## src/rtl/motoro3_step_sequencer.sv

```systemverilog
// motoro3_step_sequencer: per-step timebase, 12-step commutation index and First/Last strobes for the 3-phase PWM generator
//   clk, rst            : system clock, asynchronous active-high reset
//   m3r_run             : run level; dropping it finishes the current step, then goes idle
//   m3r_dirRev          : step direction, taken at step boundaries
//   m3r_stepPeriod      : clocks per step, clamped to PERIOD_MIN and taken at step boundaries
//   sgStep, m3cnt       : commutation step and clock index within the step
//   m3cntFirst1/2       : m3cnt == 0 / 1 while active
//   m3cntLast2/1        : m3cnt == P-2 / P-1 while active
//   pwmActive1, busy    : high in RUN and STOP
//   roundCnt            : completed electrical rounds
module motoro3_step_sequencer #(
    parameter int STEP_NUM   = 12,
    parameter int CNT_W      = 25,
    parameter int PERIOD_MIN = 4
) (
    input  logic             clk,
    input  logic             rst,
    input  logic             m3r_run,
    input  logic             m3r_dirRev,
    input  logic [CNT_W-1:0] m3r_stepPeriod,
    output logic [3:0]       sgStep,
    output logic [CNT_W-1:0] m3cnt,
    output logic             m3cntFirst1,
    output logic             m3cntFirst2,
    output logic             m3cntLast2,
    output logic             m3cntLast1,
    output logic             pwmActive1,
    output logic [15:0]      roundCnt,
    output logic             busy
);
    typedef enum logic [1:0] {IDLE, RUN, STOP} state_t;
    localparam logic [CNT_W-1:0] PMIN  = CNT_W'(PERIOD_MIN);
    localparam logic [3:0]       SLAST = 4'(STEP_NUM - 1);
    state_t           state_q, state_d;
    logic [CNT_W-1:0] cnt_q, cnt_d, per_q, per_d, per_in;
    logic [3:0]       step_q, step_d;
    logic [15:0]      round_q, round_d;
    logic             dir_q, dir_d, active, last, wrap;
    always_comb begin
        per_in  = m3r_stepPeriod < PMIN ? PMIN : m3r_stepPeriod;
        active  = state_q != IDLE;
        last    = active && cnt_q == per_q - CNT_W'(1);
        // wrap is judged in the direction latched for the step now ending
        wrap    = dir_q ? step_q == 4'd0 : step_q == SLAST;
        state_d = state_q;
        cnt_d   = cnt_q;
        per_d   = per_q;
        dir_d   = dir_q;
        step_d  = step_q;
        round_d = round_q;
        if (state_q == IDLE) begin
            if (m3r_run) begin
                state_d = RUN;
                cnt_d   = '0;
                per_d   = per_in;
                dir_d   = m3r_dirRev;
                step_d  = m3r_dirRev ? SLAST : 4'd0;
            end
        end else if (!last) begin
            cnt_d   = cnt_q + CNT_W'(1);
            state_d = m3r_run ? RUN : STOP;
        end else if (state_q == STOP) begin
            state_d = IDLE;
            cnt_d   = '0;
        end else begin
            // step end in RUN: a run drop here still lets the new step run fully
            state_d = m3r_run ? RUN : STOP;
            cnt_d   = '0;
            per_d   = per_in;
            dir_d   = m3r_dirRev;
            step_d  = dir_q ? (wrap ? SLAST : step_q - 4'd1) : (wrap ? 4'd0 : step_q + 4'd1);
            round_d = wrap ? round_q + 16'd1 : round_q;
        end
    end
    always_ff @(posedge clk or posedge rst) begin
        if (rst) begin
            state_q <= IDLE;
            cnt_q   <= '0;
            per_q   <= PMIN;
            dir_q   <= 1'b0;
            step_q  <= '0;
            round_q <= '0;
        end else begin
            state_q <= state_d;
            cnt_q   <= cnt_d;
            per_q   <= per_d;
            dir_q   <= dir_d;
            step_q  <= step_d;
            round_q <= round_d;
        end
    end
    assign sgStep      = step_q;
    assign m3cnt       = cnt_q;
    assign roundCnt    = round_q;
    assign busy        = active;
    assign pwmActive1  = active;
    assign m3cntFirst1 = active && cnt_q == '0;
    assign m3cntFirst2 = active && cnt_q == CNT_W'(1);
    assign m3cntLast2  = active && cnt_q == per_q - CNT_W'(2);
    assign m3cntLast1  = last;
endmodule

```

## config.mk

```make
export PLATFORM = sky130hd
export DESIGN_NAME = motoro3_step_sequencer
export DESIGN_NICKNAME = d
export VERILOG_FILES = /design/src/rtl/motoro3_step_sequencer.sv
export SDC_FILE = /design/constraint.sdc
export NUM_CORES = 1
export LEC_CHECK = 0
export ABC_AREA = 1
export CAP_MARGIN = 20
export CORE_MARGIN = 2
export CORE_UTILIZATION = 30
export DETAILED_ROUTE_END_ITERATION = 12
export DONT_BUFFER_PORTS = 1
export PLACE_DENSITY = 0.44
export SLEW_MARGIN = 20
export SYNTH_ARGS = -nofsm -noshare
export SYNTH_HDL_FRONTEND = slang
export SYNTH_SLANG_ARGS = --single-unit
```

## constraint.sdc

```tcl
create_clock -name clk -period 2.5 [get_ports clk]
set_input_delay 0.25 -clock clk [delete_from_list [all_inputs] [get_ports clk]]
set_output_delay 0.25 -clock clk [all_outputs]
set_load 0.005 [all_outputs]
```

Word level (Yosys, flattened, before mapping)

Cells that the tools add are included.

Latch bits: 0
Flip-flop bits (word level): 73
RAM bits: 0
ROM bits: 0
Bits of input ports: 29
Memories: 0

Bitwise operators: 2
Muxes and demuxes: 26
Multipliers: 0
$add $sub $neg: 6
Div/mod/pow operators: 0
Eq/ne operators: 7
Shifts and indexed selects: 0
Order comparisons: 1
Reduce and logical (&&, ||, !) cells: 11

Operators by type and width:

| kind                  | count |
|---|---|
| $mux 25               | 8 |
| $eq 25x25->1          | 2 |
| $mux 4                | 8 |
| $add 25x1->25 const B | 1 |
| $eq 25x1->1 const B   | 1 |
| $logic_not 25->1      | 1 |
| $lt 25x3->1 const B   | 1 |
| $sub 25x1->25 const B | 1 |
| $sub 25x2->25 const B | 1 |
| $add 16x1->16 const B | 1 |
| $mux 2                | 5 |
| $mux 1                | 5 |
| $add 4x1->4 const B   | 1 |
| $eq 4x4->1 const B    | 1 |
| $logic_and 1x1->1     | 4 |
| $logic_not 4->1       | 1 |
| $ne 2x2->1 const B    | 2 |
| $reduce_and 4->1      | 1 |
| $reduce_bool 2->1     | 2 |
| $sub 4x1->4 const B   | 1 |
| $reduce_and 3->1      | 1 |
| $eq 2x2->1 const B    | 1 |
| $logic_not 2->1       | 1 |
| $not 1->1             | 2 |

Longest topological paths before layout

Gate-level depths: netlist of run 1.

Depth after elaboration: 7
Mapped depth: 19
Gate-level depth less buffers: 18

Worst setup path before layout of run 1

No wires, ideal clock.

Path kind: reg2reg
Start: reg per_q[1]
End: reg per_q[0]
Slack: 0.133 ns
Data required time: 2.383 ns
Library setup time: 0.117 ns
Clock period less this slack: 2.367 ns
Cell stages (with the launch flop): 20
Buffers on the path: 2
Arrival: 2.250 ns
Path through: dfrtp_1 inv_1 ha_1 inv_1 nor2_2 nand2_1 nor2_1 nand3_1 nand2_1 nand2_1 nor2_1 nand2_1 inv_2 nand3_1 nor2_4 nand2_2 buf_6 buf_6 nand3_1 nand2_1

Longest elaborated chain between the ends: 5

RTL lines:

| what                               | RTL line | RTL |
|---|---|---|
| start: declaration                 | 35       | `logic [CNT_W-1:0] cnt_q, cnt_d, per_q, per_d, per_in;` |
| start signal: assignment           | 86       | `per_q <= per_d;` |
| $sub 25x1->25                      | 42       | `last = active && cnt_q == per_q - CNT_W'(1);` |
| $eq 25x25->1                       | 42       |  |
| $logic_and 1x1->1                  | 42       |  |
| $reduce_bool 2->1 (no source line) | --       |  |
| $reduce_and 3->1 (no source line)  | --       |  |

Every way passes these cells.
A chain may end at the register's enable or synchronous reset.

Worst setup path after layout of run 1

Start: reg per_q[13]
End: out m3cntLast2

Longest elaborated chain between the ends: 3

RTL lines:

| what              | RTL line | RTL |
|---|---|---|
| $sub 25x2->25     | 99       | `assign m3cntLast2 = active && cnt_q == per_q - CNT_W'(2);` |
| $eq 25x25->1      | 99       |  |
| $logic_and 1x1->1 | 99       |  |
| end: declaration  | 25       | `output logic m3cntLast2,` |

Every way passes these cells.

==> results of run 1 <==
## through the flow
stage               instances  power [mW]  hold WS (ps)  utilization (%)  setup TNS, ps
finish                   1278        4.76          9.78             41.3          -1050
global route             1278        5.05          8.22             41.3         -10380
CTS                      1257        4.61          1.75             38.5           -412
detailed placement       1235        3.11           237             35.8          -7230
global placement         1235        3.12           229             35.8          -7170
floorplan                 888        2.42           354                -              0
## synthesized netlist by cell type, drive strengths merged, types with 8 or more instances
master | count | area share (%)
nor3 | 21 | 1.9
xor2 | 46 | 6.9
buf | 20 | 2.0
o22ai | 18 | 1.9
o21ai | 23 | 2.0
nand2 | 267 | 17
nor2 | 102 | 7.8
ha | 8 | 1.7
nand4 | 36 | 3.8
inv | 98 | 6.3
clkbuf | 15 | 0.96
xnor2 | 23 | 3.4
nand3 | 102 | 8.7
nor4 | 13 | 1.4
dfrtp | 72 | 31
## what timing repair did
action                                  4_1_cts  5_1_grt
cloned                                        1        6
endpoints found under the hold margin        31        1
pin swaps                                    17       43
resized for setup                            52       90
hold buffers                                  1        1
setup buffers                                 5       14
endpoints found under the setup margin       75       75
## critical path, cell delays in order (launching register included)
cell	delay, ps
dfrtp_1	420
nor2_2	170
nand2_2	110
buf_4	160
nor2_1	80
buf_4	130
nand2_1	60
o21ai_0	150
o21ai_0	120
a31oi_1	180
nand3_1	120
nor2_2	120
nand4_1	100
nor2_2	170
## cells by family (layout without fill, tap and decap cells)
kind of cell	Yosys count	in the layout	synth area share, %
flip-flops	73	73	31.2
AO/OA/AOI/OAI	53	53	5.36
buffers and inverters	134	259	9.35
XOR/XNOR	69	69	10.3
adder cells (fa/ha/maj)	8	8	1.71
AND/OR/NAND/NOR	551	551	42.1
## power by group
group / total [mW] / internal (mW) / switching [mW] / leakage (nW)
logic: 1.92 / 0.825 / 1.09 / 2.65
registers: 1.48 / 1.30 / 0.184 / 0.954
clock network: 1.37 / 0.807 / 0.562 / 0.142
## metal layers
layer  share of wire (%)  wire, um  track usage [%]  vias up
li1                    -         -                -     3114
met1                  48     11000             32.2     2954
met2                  45     10400             34.1      168
met3                 5.1      1170             3.50       20
met4                 1.4       324             5.06        0
met5                   0         0                0        -
## path summary, 6_finish.rpt
path	cells past startpoint	endpoint	slack, ps	startpoint
max	13	m3cntLast2	-200	per_q[13]
min	2	per_q[4]	10	m3r_stepPeriod[4]
max reg2reg	17	m3cnt[2]	-50	per_q[1]
min reg2reg	1	roundCnt[0]	540	roundCnt[0]
max in group asynchronous	3	per_q[2]	1370	rst
min in group asynchronous	2	roundCnt[10]	420	rst
## flip-flops by register name, summed over array words and instances, names as in the netlist
register and flops:
per_q 25, m3cnt 25, sgStep 4, dir_q 1, state_q 2, roundCnt 16
## final cells by class
class	instances	area [sq um]
clock buffer	11	243
clock inverter	5	62.6
fill	2011	11400
inverter	99	373
multi-input combinational	681	3860
sequential	73	1840
tap	265	332
timing repair buffer	144	1270
==> qor.txt, run 1 <==
Status -> finished, violations left
Failing checks -> negative setup slack
Die height -> 144 um
Worst slew pin tran -> 708 ps
Floorplan row count -> 51
FMAX -> 371 MHz
Period minus WS final -> 2700 ps
Final WL -> 22.9 mm
Maximum number of pins on one net before global-route repair -> 43
RSZ-0062 raised after global routing -> true
Via density -> 4.90
WL/cell -> 17.9 um
Max rail drop VDD -> 335 uV
CTS tree -> yes
Yosys reg bits -> 73
Clock H-tree levels -> 3
Final net count -> 1045
Clk sink count -> 73
Worst slew margin -> 52.5%
Seq/Total Area, Yosys -> 31.2%
Final setup viols -> 29
Hold Path Class -> primary input to register
Crit. End Element -> output port
Post-Syn Area -> 5860 sq um
Layout cell share with drive strength beyond 1 -> 26.9%
Post-detail-place hpwl -> 17.4 mm
Dpl cell area -> 6920 sq um
Routability Congestion -> 0.946
Hold Vio Cnt, Final -> 0
Worst-skew pair later-pin latency -> 350 ps
Post-synth EDFFs -> 0
Congestion Overflow GR -> 0
Max clock buf depth -> 2
Synthesis-to-finish area growth -> 36.0%
GRT Util Overall -> 22.0%
Max-slew violations -> 0
Initial antenna violation count -> 0
Num CTS Buffers -> 9
Power Density -> 597 nW/um^2
Worst EP arrival -> 2450 ps
CP Data Required Time -> 2250 ps
Most frequent cells in the layout -> nand2_1 (242), buf_4 (119), nand3_1 (95), inv_1 (85), dfrtp_1 (64)
Worst-path clk slew -> 60 ps
Starting Density -> 30.3%
ANT cells -> 0
Max-cap violations -> 0
Via count -> 6256
Drt pass-1 iters -> 5
Total Die Area -> 20700 sq um
Pre-CTS setup slack -> -165 ps
Drt drc -> 0
Post-route cell area -> 7980 sq um
I/O pins -> 80
Yosys warning count -> 0
Post-Syn Instances -> 888
Synth Net Count -> 925
PnR worst setup slack -> -197 ps
Clk_skew -> 7.95 ps
Asr flop ratio synth -> 100%
Crit Path Max Fanout -> 5
Main synth FF type -> dfrtp_1
Avg Inst Size Synth -> 6.60 sq um
Vias in the first global route -> 5989
I/O Buffers -> 0
Setup Crit Path Kind -> register to output port
Leakage -> 3.75 nW
DRT iter0 DRCs -> 403
Global-route wire length before repair -> 34.3 mm
Worst setup SP type -> register
Die Width -> 144 um
Core Area -> 19300 sq um
Netlist cell types -> 41
Routed Antenna Nets -> 0
Most common cell after layout, fill and taps aside -> nand2_1
Fin crit share -> 108%
Clock root cell -> clkbuf_16
(Power assumes the default switching activity.)
==> run 2: changes to the inputs <==
--- a/config.mk
+++ b/config.mk
@@ -12,6 +12,7 @@
 export DETAILED_ROUTE_END_ITERATION = 12
 export DONT_BUFFER_PORTS = 1
 export PLACE_DENSITY = 0.44
+export RECOVER_POWER = 25
 export SLEW_MARGIN = 20
 export SYNTH_ARGS = -nofsm -noshare
 export SYNTH_HDL_FRONTEND = slang
==> run 2 against run 1 <==
Effect of this change: the run ends with max-capacitance violations, max-slew violations, negative setup slack left; utilization is the same; sequential share of layout area is the same; via count is essentially flat; hold slack is essentially flat; critical path depth is the same; die area is the same; flip-flop and latch count is the same; combinational power is essentially flat.
==> qor.txt, run 2 (synthesis gave the netlist of run 1 again) <==
Status -> finished, violations left
Failing checks -> max-capacitance violations, max-slew violations, negative setup slack
Layout cell share with drive strength beyond 1 -> 26.9%
Worst-skew pair later-pin latency -> 350 ps
Die height -> 144 um
Crit. End Element -> output port
Num CTS Buffers -> 9
Setup Crit Path Kind -> register to output port
Via density -> 4.89
Total Die Area -> 20700 sq um
Initial antenna violation count -> 0
Fin crit share -> 108%
Critical Path Source -> per_q[13]
Worst setup path endpoint -> m3cntLast2
Most frequent cells in the layout -> nand2_1 (242), buf_4 (119), nand3_1 (95), inv_1 (85), dfrtp_1 (64)
DRT iter0 DRCs -> 403
I/O Buffers -> 0
Via count -> 6250
Final setup viols -> 29
Final core utilization -> 41.3%
Starting Density -> 30.3%
Worst-path clk slew -> 60 ps
Period minus WS final -> 2700 ps
Routability Congestion -> 0.946
Clk_skew -> 7.95 ps
Die Width -> 144 um
Fill count -> 2011
Core Area -> 19300 sq um
Crit Path Max Fanout -> 5
Leakage -> 3.74 nW
Post-detail-place hpwl -> 17.4 mm
CTS tree -> yes
Congestion Overflow GR -> 0
RSZ-0062 raised after global routing -> true
Vias in the first global route -> 5989
Routed Antenna Nets -> 0
Global-route wire length before repair -> 34.3 mm
Max-cap violations -> 1
Clk sink count -> 73
FMAX -> 371 MHz
ANT cells -> 0
Final net count -> 1045
Final WL -> 22.9 mm
Worst slew margin -> -5.75%
Drt pass-1 iters -> 5
Clock H-tree levels -> 3
Worst slew pin tran -> 1580 ps
Pre-CTS setup slack -> -165 ps
Drt drc -> 0
Maximum number of pins on one net before global-route repair -> 43
Hold Path Class -> primary input to register
PnR worst setup slack -> -197 ps
Clock root cell -> clkbuf_16
Worst EP arrival -> 2450 ps
Power Density -> 597 nW/um^2
Max rail drop VDD -> 335 uV
R2R setup slack -> -50 ps
I/O pins -> 80
GRT Util Overall -> 22.0%
Reg2reg start -> per_q[1]
Floorplan row count -> 51
Synthesis-to-finish area growth -> 36.0%
Worst setup SP type -> register
R2R depth -> 17
Hold Vio Cnt, Final -> 0
Max clock buf depth -> 2
Reg-to-Reg End -> m3cnt[2]
CP Data Required Time -> 2250 ps
Max-slew violations -> 32
Most common cell after layout, fill and taps aside -> nand2_1
WL/cell -> 17.9 um
run 2: cell types whose count changed in the layout (fill, tap and decap cells not counted):
cell / change
clkinv_2: -1
clkinvlp_2: +1
run 2: power breakdown:
part / switching (mW) / internal, mW / leakage, nW
logic: 1.09 / 0.825 / 2.65
clock network: 0.562 / 0.807 / 0.142
registers: 0.184 / 1.30 / 0.954
total: 1.84 / 2.93 / 3.74
run 2: layer usage:
metal | global-route usage, % | routed length [um] | vias up
li1 | - | - | 3114
met1 | 32.2 | 11000 | 2944
met2 | 34.1 | 10400 | 172
met3 | 3.50 | 1190 | 20
met4 | 5.06 | 324 | 0
met5 | 0 | 0 | -
run 2: metrics by stage:
stage	TNS, ps	power [mW]	area [sq um]	hold slack (ps)	cells
5_1_grt	-10380	5.05	7980	8.22	1278
4_1_cts	-412	4.61	7450	1.75	1257
2_1_floorplan	0	2.42	5860	354	888
3_5_place_dp	-7230	3.11	6920	237	1235
6_report	-1040	4.76	7980	9.82	1278
3_3_place_gp	-7170	3.12	6920	229	1235
run 2: final cells by class:
type	count	area, sq um	share of cell area [%]
tap	265	332	4.16
multi-input combinational	681	3860	48.4
clock buffer	11	243	3.04
timing repair buffer	144	1270	15.9
clock inverter	5	62.6	0.784
inverter	99	373	4.67
sequential	73	1840	23.0
run 2: worst min-delay path by stage:
stage                                   from           end  slack (ps)  cells after the start
final                      m3r_stepPeriod[4]      per_q[4]          10                      2
after global routing       m3r_stepPeriod[8]      per_q[8]           8                      2
after CTS                 m3r_stepPeriod[11]     per_q[11]           2                      2
after detailed placement                 rst  roundCnt[12]         240                      1
after global placement                   rst  roundCnt[12]         230                      1
after floorplan                      m3r_run    state_q[0]         350                      2
run 2: what timing repair did:
action                                  4_1_cts  5_1_grt
hold buffers                                  1        1
hold endpoints to repair                     31        1
setup buffers                                 5       14
pin swaps                                    17       43
gates cloned                                  1        6
endpoints found under the setup margin       75       75
gates resized for setup                      52       90
run 2: critical path, cell delays in order (launching register included):
cell and delay [ps]:
dfrtp_1 420, nor2_2 170, nand2_2 110, buf_4 160, nor2_1 80, buf_4 130, nand2_1 60, o21ai_0 150
o21ai_0 120, a31oi_1 180, nand3_1 120, nor2_2 120, nand4_1 100, nor2_2 170
